[src/rtl/dispatcher.sv]
// dispatcher: miniGPU block scheduler.
// Latches the kernel thread count on start, splits it into THREADS_PER_BLOCK
// sized blocks, hands one block per cycle to the lowest-index idle core and
// raises done once every block has completed.
// Optional feature macro: DISPATCHER_CYCLE_COUNT_EN enables the kernel cycle
// counter on cycle_count; without it cycle_count is tied to zero.
module dispatcher #(
  parameter int NUM_CORES         = 2,
  parameter int THREADS_PER_BLOCK = 4
) (
  input  logic                   clk,
  input  logic                   reset_n,
  input  logic                   start,
  input  logic [7:0]             thread_count,
  input  logic [NUM_CORES-1:0]   core_done,
  output logic [NUM_CORES-1:0]   core_start,
  output logic [NUM_CORES-1:0]   core_reset,
  output logic [NUM_CORES*8-1:0] core_block_id,
  output logic [NUM_CORES*8-1:0] core_thread_count,
  output logic                   done,
  output logic [15:0]            cycle_count
);

  localparam int         SHIFT = $clog2(THREADS_PER_BLOCK);
  localparam logic [8:0] TPB9  = 9'(THREADS_PER_BLOCK);
  localparam logic [15:0] TPB16 = 16'(THREADS_PER_BLOCK);

  typedef enum logic [1:0] {
    IDLE,
    LOAD,
    DISPATCH,
    DONE
  } state_t;

  state_t state_q, state_d;

  logic [7:0]           tc_q;
  logic [8:0]           total_blocks_q;
  logic [8:0]           blocks_dispatched_q;
  logic [8:0]           blocks_done_q;
  logic [8:0]           total_blocks_calc;
  logic [NUM_CORES-1:0] complete;
  logic [NUM_CORES-1:0] grant;
  logic [8:0]           complete_count;
  logic [15:0]          remaining;
  logic [7:0]           grant_count;
  logic [7:0]           block_id_q [NUM_CORES];
  logic [7:0]           thread_q   [NUM_CORES];

  // Block count rounds up; 9 bits hold 255 + 127 without overflow.
  assign total_blocks_calc = ({1'b0, tc_q} + TPB9 - 9'd1) >> SHIFT;

  // Valid threads in the block about to be handed out (last block may be short).
  assign remaining   = 16'(tc_q) - (16'(blocks_dispatched_q) << SHIFT);
  assign grant_count = (remaining > TPB16) ? 8'(THREADS_PER_BLOCK) : remaining[7:0];

  assign done = (state_q == DONE);

  // State register.
  // NOTE: clocked state uses non-blocking (<=) so every flop samples pre-edge values.
  always_ff @(posedge clk or negedge reset_n) begin
    if (!reset_n) state_q <= IDLE;
    else          state_q <= state_d;
  end

  // Next-state decode.
  // NOTE: state_d is defaulted first so no path leaves it unassigned (no latch).
  always_comb begin
    state_d = state_q;
    case (state_q)
      IDLE:     if (start) state_d = LOAD;
      LOAD:     state_d = (total_blocks_calc == 9'd0) ? DONE : DISPATCH;
      DISPATCH: if (blocks_done_q == total_blocks_q) state_d = DONE;
      DONE:     if (!start) state_d = IDLE;
      default:  state_d = IDLE;
    endcase
  end

  // Completion detection and lowest-index free-core selection.
  always_comb begin
    complete       = '0;
    grant          = '0;
    complete_count = '0;
    if (state_q == DISPATCH) begin
      // core_done is only meaningful while the core holds a block.
      complete = core_done & core_start;
      for (int i = 0; i < NUM_CORES; i++) begin
        complete_count = complete_count + 9'(complete[i]);
      end
      if (blocks_dispatched_q < total_blocks_q) begin
        // Scan downward so the last (lowest-index) free core wins.
        for (int i = NUM_CORES - 1; i >= 0; i--) begin
          if (!core_start[i] && !core_reset[i]) begin
            grant    = '0;
            grant[i] = 1'b1;
          end
        end
      end
    end
  end

  // Kernel bookkeeping and per-core block assignment.
  always_ff @(posedge clk or negedge reset_n) begin
    if (!reset_n) begin
      tc_q                <= '0;
      total_blocks_q      <= '0;
      blocks_dispatched_q <= '0;
      blocks_done_q       <= '0;
      core_start          <= '0;
      core_reset          <= '0;
      // NOTE: these arrays are per-core flops, not RAM, so they are reset to keep outputs at 0.
      for (int i = 0; i < NUM_CORES; i++) begin
        block_id_q[i] <= '0;
        thread_q[i]   <= '0;
      end
    end else begin
      // One-cycle reset pulse to every core that just finished.
      core_reset <= complete;

      if (state_q == IDLE && start) tc_q <= thread_count;

      if (state_q == LOAD) begin
        total_blocks_q      <= total_blocks_calc;
        blocks_dispatched_q <= '0;
        blocks_done_q       <= '0;
      end

      if (state_q == DISPATCH) begin
        blocks_done_q <= blocks_done_q + complete_count;
        if (|grant) blocks_dispatched_q <= blocks_dispatched_q + 9'd1;
      end

      // grant only targets idle cores, so it never collides with complete.
      for (int i = 0; i < NUM_CORES; i++) begin
        if (complete[i]) begin
          core_start[i] <= 1'b0;
        end else if (grant[i]) begin
          core_start[i] <= 1'b1;
          block_id_q[i] <= blocks_dispatched_q[7:0];
          thread_q[i]   <= grant_count;
        end
      end
    end
  end

  for (genvar g = 0; g < NUM_CORES; g++) begin : g_pack
    assign core_block_id[8*g +: 8]     = block_id_q[g];
    assign core_thread_count[8*g +: 8] = thread_q[g];
  end

`ifdef DISPATCHER_CYCLE_COUNT_EN
  logic [15:0] cycle_q;

  // Kernel cycle counter: cleared in LOAD, saturating count in DISPATCH.
  always_ff @(posedge clk or negedge reset_n) begin
    if (!reset_n) begin
      cycle_q <= '0;
    end else if (state_q == LOAD) begin
      cycle_q <= '0;
    end else if (state_q == DISPATCH && cycle_q != 16'hFFFF) begin
      cycle_q <= cycle_q + 16'd1;
    end
  end

  assign cycle_count = cycle_q;
`else
  assign cycle_count = 16'h0000;
`endif

endmodule

[config.mk]
export PLATFORM = sky130hd
export DESIGN_NAME = dispatcher
export DESIGN_NICKNAME = d
export VERILOG_FILES = /design/src/rtl/dispatcher.sv
export SDC_FILE = /design/constraint.sdc
export NUM_CORES = 1
export LEC_CHECK = 0
export CORE_UTILIZATION = 53
export CTS_CLUSTER_SIZE = 20
export DETAILED_ROUTE_END_ITERATION = 6
export HOLD_SLACK_MARGIN = 0.08
export PLACE_DENSITY = 0.87
export RECOVER_POWER = 25
export SYNTH_ARGS = -nofsm -noshare
export SYNTH_HDL_FRONTEND = slang
export SYNTH_SLANG_ARGS = --single-unit
[constraint.sdc]
create_clock -name clk -period 3.3 [get_ports clk]
set_clock_uncertainty 0.15 [all_clocks]
set_input_delay 0.33 -clock clk [delete_from_list [all_inputs] [get_ports clk]]
set_output_delay 0.33 -clock clk [all_outputs]
set_load 0.02 [all_outputs]
==> run summary <==
GLOBAL ROUTING
----------------------------------------------------------------------------
Routing layer with the top usage in global route ..............         met2
Number of global-route vias before repair .....................        2,696
Initial antenna violation count ...............................            0
Total global routing overflow .................................            0
Met1 track demand over resource in global routing .............        0.301
Maximum number of pins on one net before global-route repair ..           39
Met3 usage in global routing ..................................       0.0414
Total routing resource utilization after global routing .......        0.234
M2 GR Usage ...................................................        0.388
Global-route wire length before repair ........................    13,100 µm

SETUP PATH
----------------------------------------------------------------------------
Data required time at the worst endpoint ......................      3380 ps
Arrival time of the worst setup path ..........................      3000 ps
Ordered cell list for the critical path ....................... inv_1 -> ha_1 -> nor4b_2 -> o211ai_2 -> a211oi_2 -> buf_4 -> mux2_2
Critical path fanouts, max ....................................           15
RR Endpoint ................................................... core_block_id[14]
Startpoint type of the worst setup path .......................     register
Path depth of the worst reg2reg path ..........................            7
Setup slack on the worst flop-to-flop path ....................       390 ps
Type of element capturing the critical path ...................     register
Stage delay of the slowest cell on the critical path ..........       510 ps
Origin of the critical flop-to-flop path ......................   state_q[0]
Critical path start-end classification ........................ register to register
Slowest library cell on the worst path ........................     a211oi_2

FLOORPLANNING
----------------------------------------------------------------------------
Die H .........................................................      85.5 µm
Horizontal die dimension ......................................      85.5 µm
Die Area ......................................................     7310 µm²
Cell row count ................................................           30
# IOs .........................................................           66
Core ar. ......................................................     6760 µm²
Initial core utilization ......................................        0.547

TIMING
----------------------------------------------------------------------------
Final Hold Viols ..............................................            0
Hold slack final ..............................................       353 ps
Max Slew Vio Count ............................................           39
Ratio of final minimum period to clock period .................        0.883
Final WS setup ................................................       387 ps
Worst Max-Slew Pin Slew .......................................      1950 ps
RSZ-0062 raised after global routing ..........................           no
Achievable clock frequency ....................................      343 MHz
Final count of negative-setup-slack endpoints .................            0
Shortest period the worst path allows .........................      2910 ps
Aggregate negative setup slack ................................         0 ps
Headroom to the max-slew limit ................................       -0.302

MIN PATH
----------------------------------------------------------------------------
Worst Hold Depth ..............................................            1
Worst min-delay path startpoint ............................... core_thread_count[3]
Worst hold path class ......................................... register to register
End point of the worst hold path .............................. core_thread_count[3]

LOGIC SYNTHESIS
----------------------------------------------------------------------------
Sequential-to-total area share from yosys stat ................        0.481
Commonest register cell after synthesis .......................      dfrtp_1
Synth async-reset ratio .......................................         1.00
Post-synthesis instance area ..................................     3690 µm²
Yosys warns ...................................................            0
Post-synth EDFFs ..............................................            0
Number of register bits inferred by synthesis .................           71
Post-Synthesis Cells ..........................................          340
Mean instance size in the synthesized netlist .................     10.9 µm²
Number of unique standard cell types used by synthesis ........           49

FINAL LAYOUT
----------------------------------------------------------------------------
Number of nets in the finished design .........................          434
Fill cells ....................................................          502
Antenna cell count ............................................            0
Share of layout cells above drive strength 1 ..................        0.146
Footprint of the multi-input gates ............................     1710 µm²
Sequential cell area in the final layout ......................     1780 µm²
Area growth, synth to finish ..................................        20.4%

RUN
----------------------------------------------------------------------------
Number of max-cap violations ..................................            1

POWER AND IR DROP
----------------------------------------------------------------------------
Flop pwr share ................................................        0.362
Switching Fraction ............................................        0.394
P_sw ..........................................................      1.44 mW
Total power divided by cell area ..............................   821 nW/µm²
Largest vdd supply drop .......................................     0.595 mV
Leakage power of the design ...................................      2.07 nW
Fraction of power consumed by combinational cells .............        0.428
Part of the total power dissipated in the clock network .......        0.210
Power Internal ................................................      2.21 mW

CLOCK NETWORK
----------------------------------------------------------------------------
Hold bufs inserted after CTS ..................................            1
H-tree lvl count ..............................................            3
Clock-pin slew on the worst setup and hold paths ..............        70 ps
Clock network latency to the later pin of the worst-skew pair .       350 ps
Clock tree from TritonCTS .....................................          yes
Resize count post-CTS .........................................            0
Clock buffers created by TritonCTS ............................            9
Master cell of the clock root buffer ..........................     clkbuf_8
Number of buffers between clock root and the deepest sink .....            2
Post-CTS Setup Bufs ...........................................            0
# clock sinks .................................................           71

DETAILED ROUTING
----------------------------------------------------------------------------
DR vias/cell ..................................................         5.53
DRC violations left ...........................................            0
Remaining antenna violation count after routing ...............            0
Total via count in the routed design ..........................        2,673
Final WL ......................................................      7800 µm
First-pass DRT Iterations .....................................            4
1st-iter DRT viols ............................................          143
Average wire per standard cell ................................      16.2 µm

PLACEMENT
----------------------------------------------------------------------------
Final weighted congestion in routability-driven placement .....        0.870
Minimum setup slack after placement ...........................       404 ps
Count of buffers from port buffering ..........................           49
Detail Placement HPWL .........................................      5530 µm

OUTCOME
----------------------------------------------------------------------------
Outcome ....................................................... finished, violations left
Violated checks ............................................... capacitance limit, slew limit

synth_stat cells, drive strengths merged, types with 4 or more instances:
cell    instances  area share
and2            6       0.010
clkbuf          4      0.0041
a31oi           4      0.0085
a21oi          15       0.020
xor2            6       0.014
and3            6       0.010
nand3          10       0.014
xnor2          15       0.036
nor2           27       0.028
ha             21       0.071
o21ai          14       0.019
a31o            5       0.012
dfrtp          71        0.48
nor2b          18       0.030
nand2          15       0.015
mux2           25       0.076
inv            24       0.024
buf            21       0.044
nand4           4      0.0068
layout by cell type, fill, tap and decap left out, types with 2 or more instances in the layout:
cell | netlist | layout
o21ai_0 | 13 | 13
inv_1 | 24 | 24
conb_1 | 1 | 16
buf_4 | 16 | 6
nand4_1 | 4 | 4
nand3_1 | 10 | 10
nor3_1 | 2 | 2
a22o_1 | 2 | 2
dfrtp_1 | 71 | 71
nand2_1 | 15 | 15
and2_1 | 6 | 6
o31ai_1 | 2 | 2
a31oi_1 | 3 | 3
bufinv_16 | 0 | 2
clkbuf_1 | 4 | 2
nor4b_1 | 2 | 2
clkdlybuf4s50_1 | 0 | 48
a31o_2 | 3 | 3
clkbuf_8 | 0 | 10
a211oi_2 | 1 | 2
and3_1 | 6 | 6
a21oi_1 | 15 | 15
nor2b_1 | 18 | 18
mux2i_1 | 2 | 2
xor2_1 | 6 | 6
fa_1 | 2 | 2
mux2_2 | 25 | 25
xnor2_1 | 15 | 15
ha_1 | 21 | 21
a31o_1 | 2 | 2
nor2_1 | 26 | 26
logic make-up (layout without fill, tap and decap cells):
kind of cell               Yosys count  in the layout  share of synthesized area
and+or+nand+nor                     98             98                      0.140
DFF                                 71             71                      0.481
AOI/OAI and AO/OA                   50             50                     0.0931
buffers and inverters               49             97                     0.0721
muxes                               27             27                     0.0816
adders and majority gates           23             23                     0.0820
xor gates and xnor gates            21             21                     0.0498
other                                1             16                    0.00101
critical path, delay by kind of cell (launching register included):
family                   cells  cell delay, ps
AND/OR/NAND/NOR              1             280
buffers and inverters        2             490
multiplexers                 1             360
adder cells (fa/ha/maj)      1             400
flip-flops                   1             410
AO/OA/AOI/OAI                2             690
cell type report:
type / instances / share of cell area
Clock buffer: 11 / 0.0318
Timing Repair Buffer: 57 / 0.122
Tap cell: 80 / 0.0225
Sequential cell: 71 / 0.400
Clock inverter: 5 / 0.0183
Inverter: 24 / 0.0203
Multi-Input combinational cell: 235 / 0.385
per-layer routing:
metal,part of all wire,up-vias
met5,0,-
met4,0.023,0
met3,0.065,14
met2,0.49,99
met1,0.42,1319
li1,-,1241
worst max-delay path by stage:
stage / start / endpoint
floorplan: core_start[0] / blocks_done_q[8]
global placement: state_q[0] / core_block_id[10]
detailed placement: state_q[0] / core_block_id[14]
CTS: state_q[0] / core_block_id[14]
global route: state_q[0] / core_block_id[14]
finish: state_q[0] / core_block_id[14]
state kept, by name, summed over array words and instances, names as in the netlist:
name and flops:
tc_q 8, core_thread_count 16, state_q 2, total_blocks_q 7, core_block_id 16, blocks_dispatched_q 9, blocks_done_q 9, core_start 2
core_reset 2
stage by stage:
step	total power, mW	instance area [µm²]	cells	utilization
floorplan	2.37	3750	355	-
global placement	2.77	4220	466	0.624
detailed placement	2.85	4220	466	0.624
CTS	3.64	4450	483	0.659
global route	3.87	4450	483	0.658
finish	3.65	4450	483	0.658
power groups by stage:
| stage | registers (mW) | clock network (mW) | logic [mW] |
|---|---|---|---|
| detailed placement | 1.32 | 0 | 1.53 |
| CTS | 1.31 | 0.772 | 1.56 |
| global route | 1.34 | 0.816 | 1.72 |
| finish | 1.32 | 0.767 | 1.56 |
| global placement | 1.32 | 0 | 1.45 |
| floorplan | 1.33 | 0 | 1.04 |
Power figures use the tool's default switching activity.
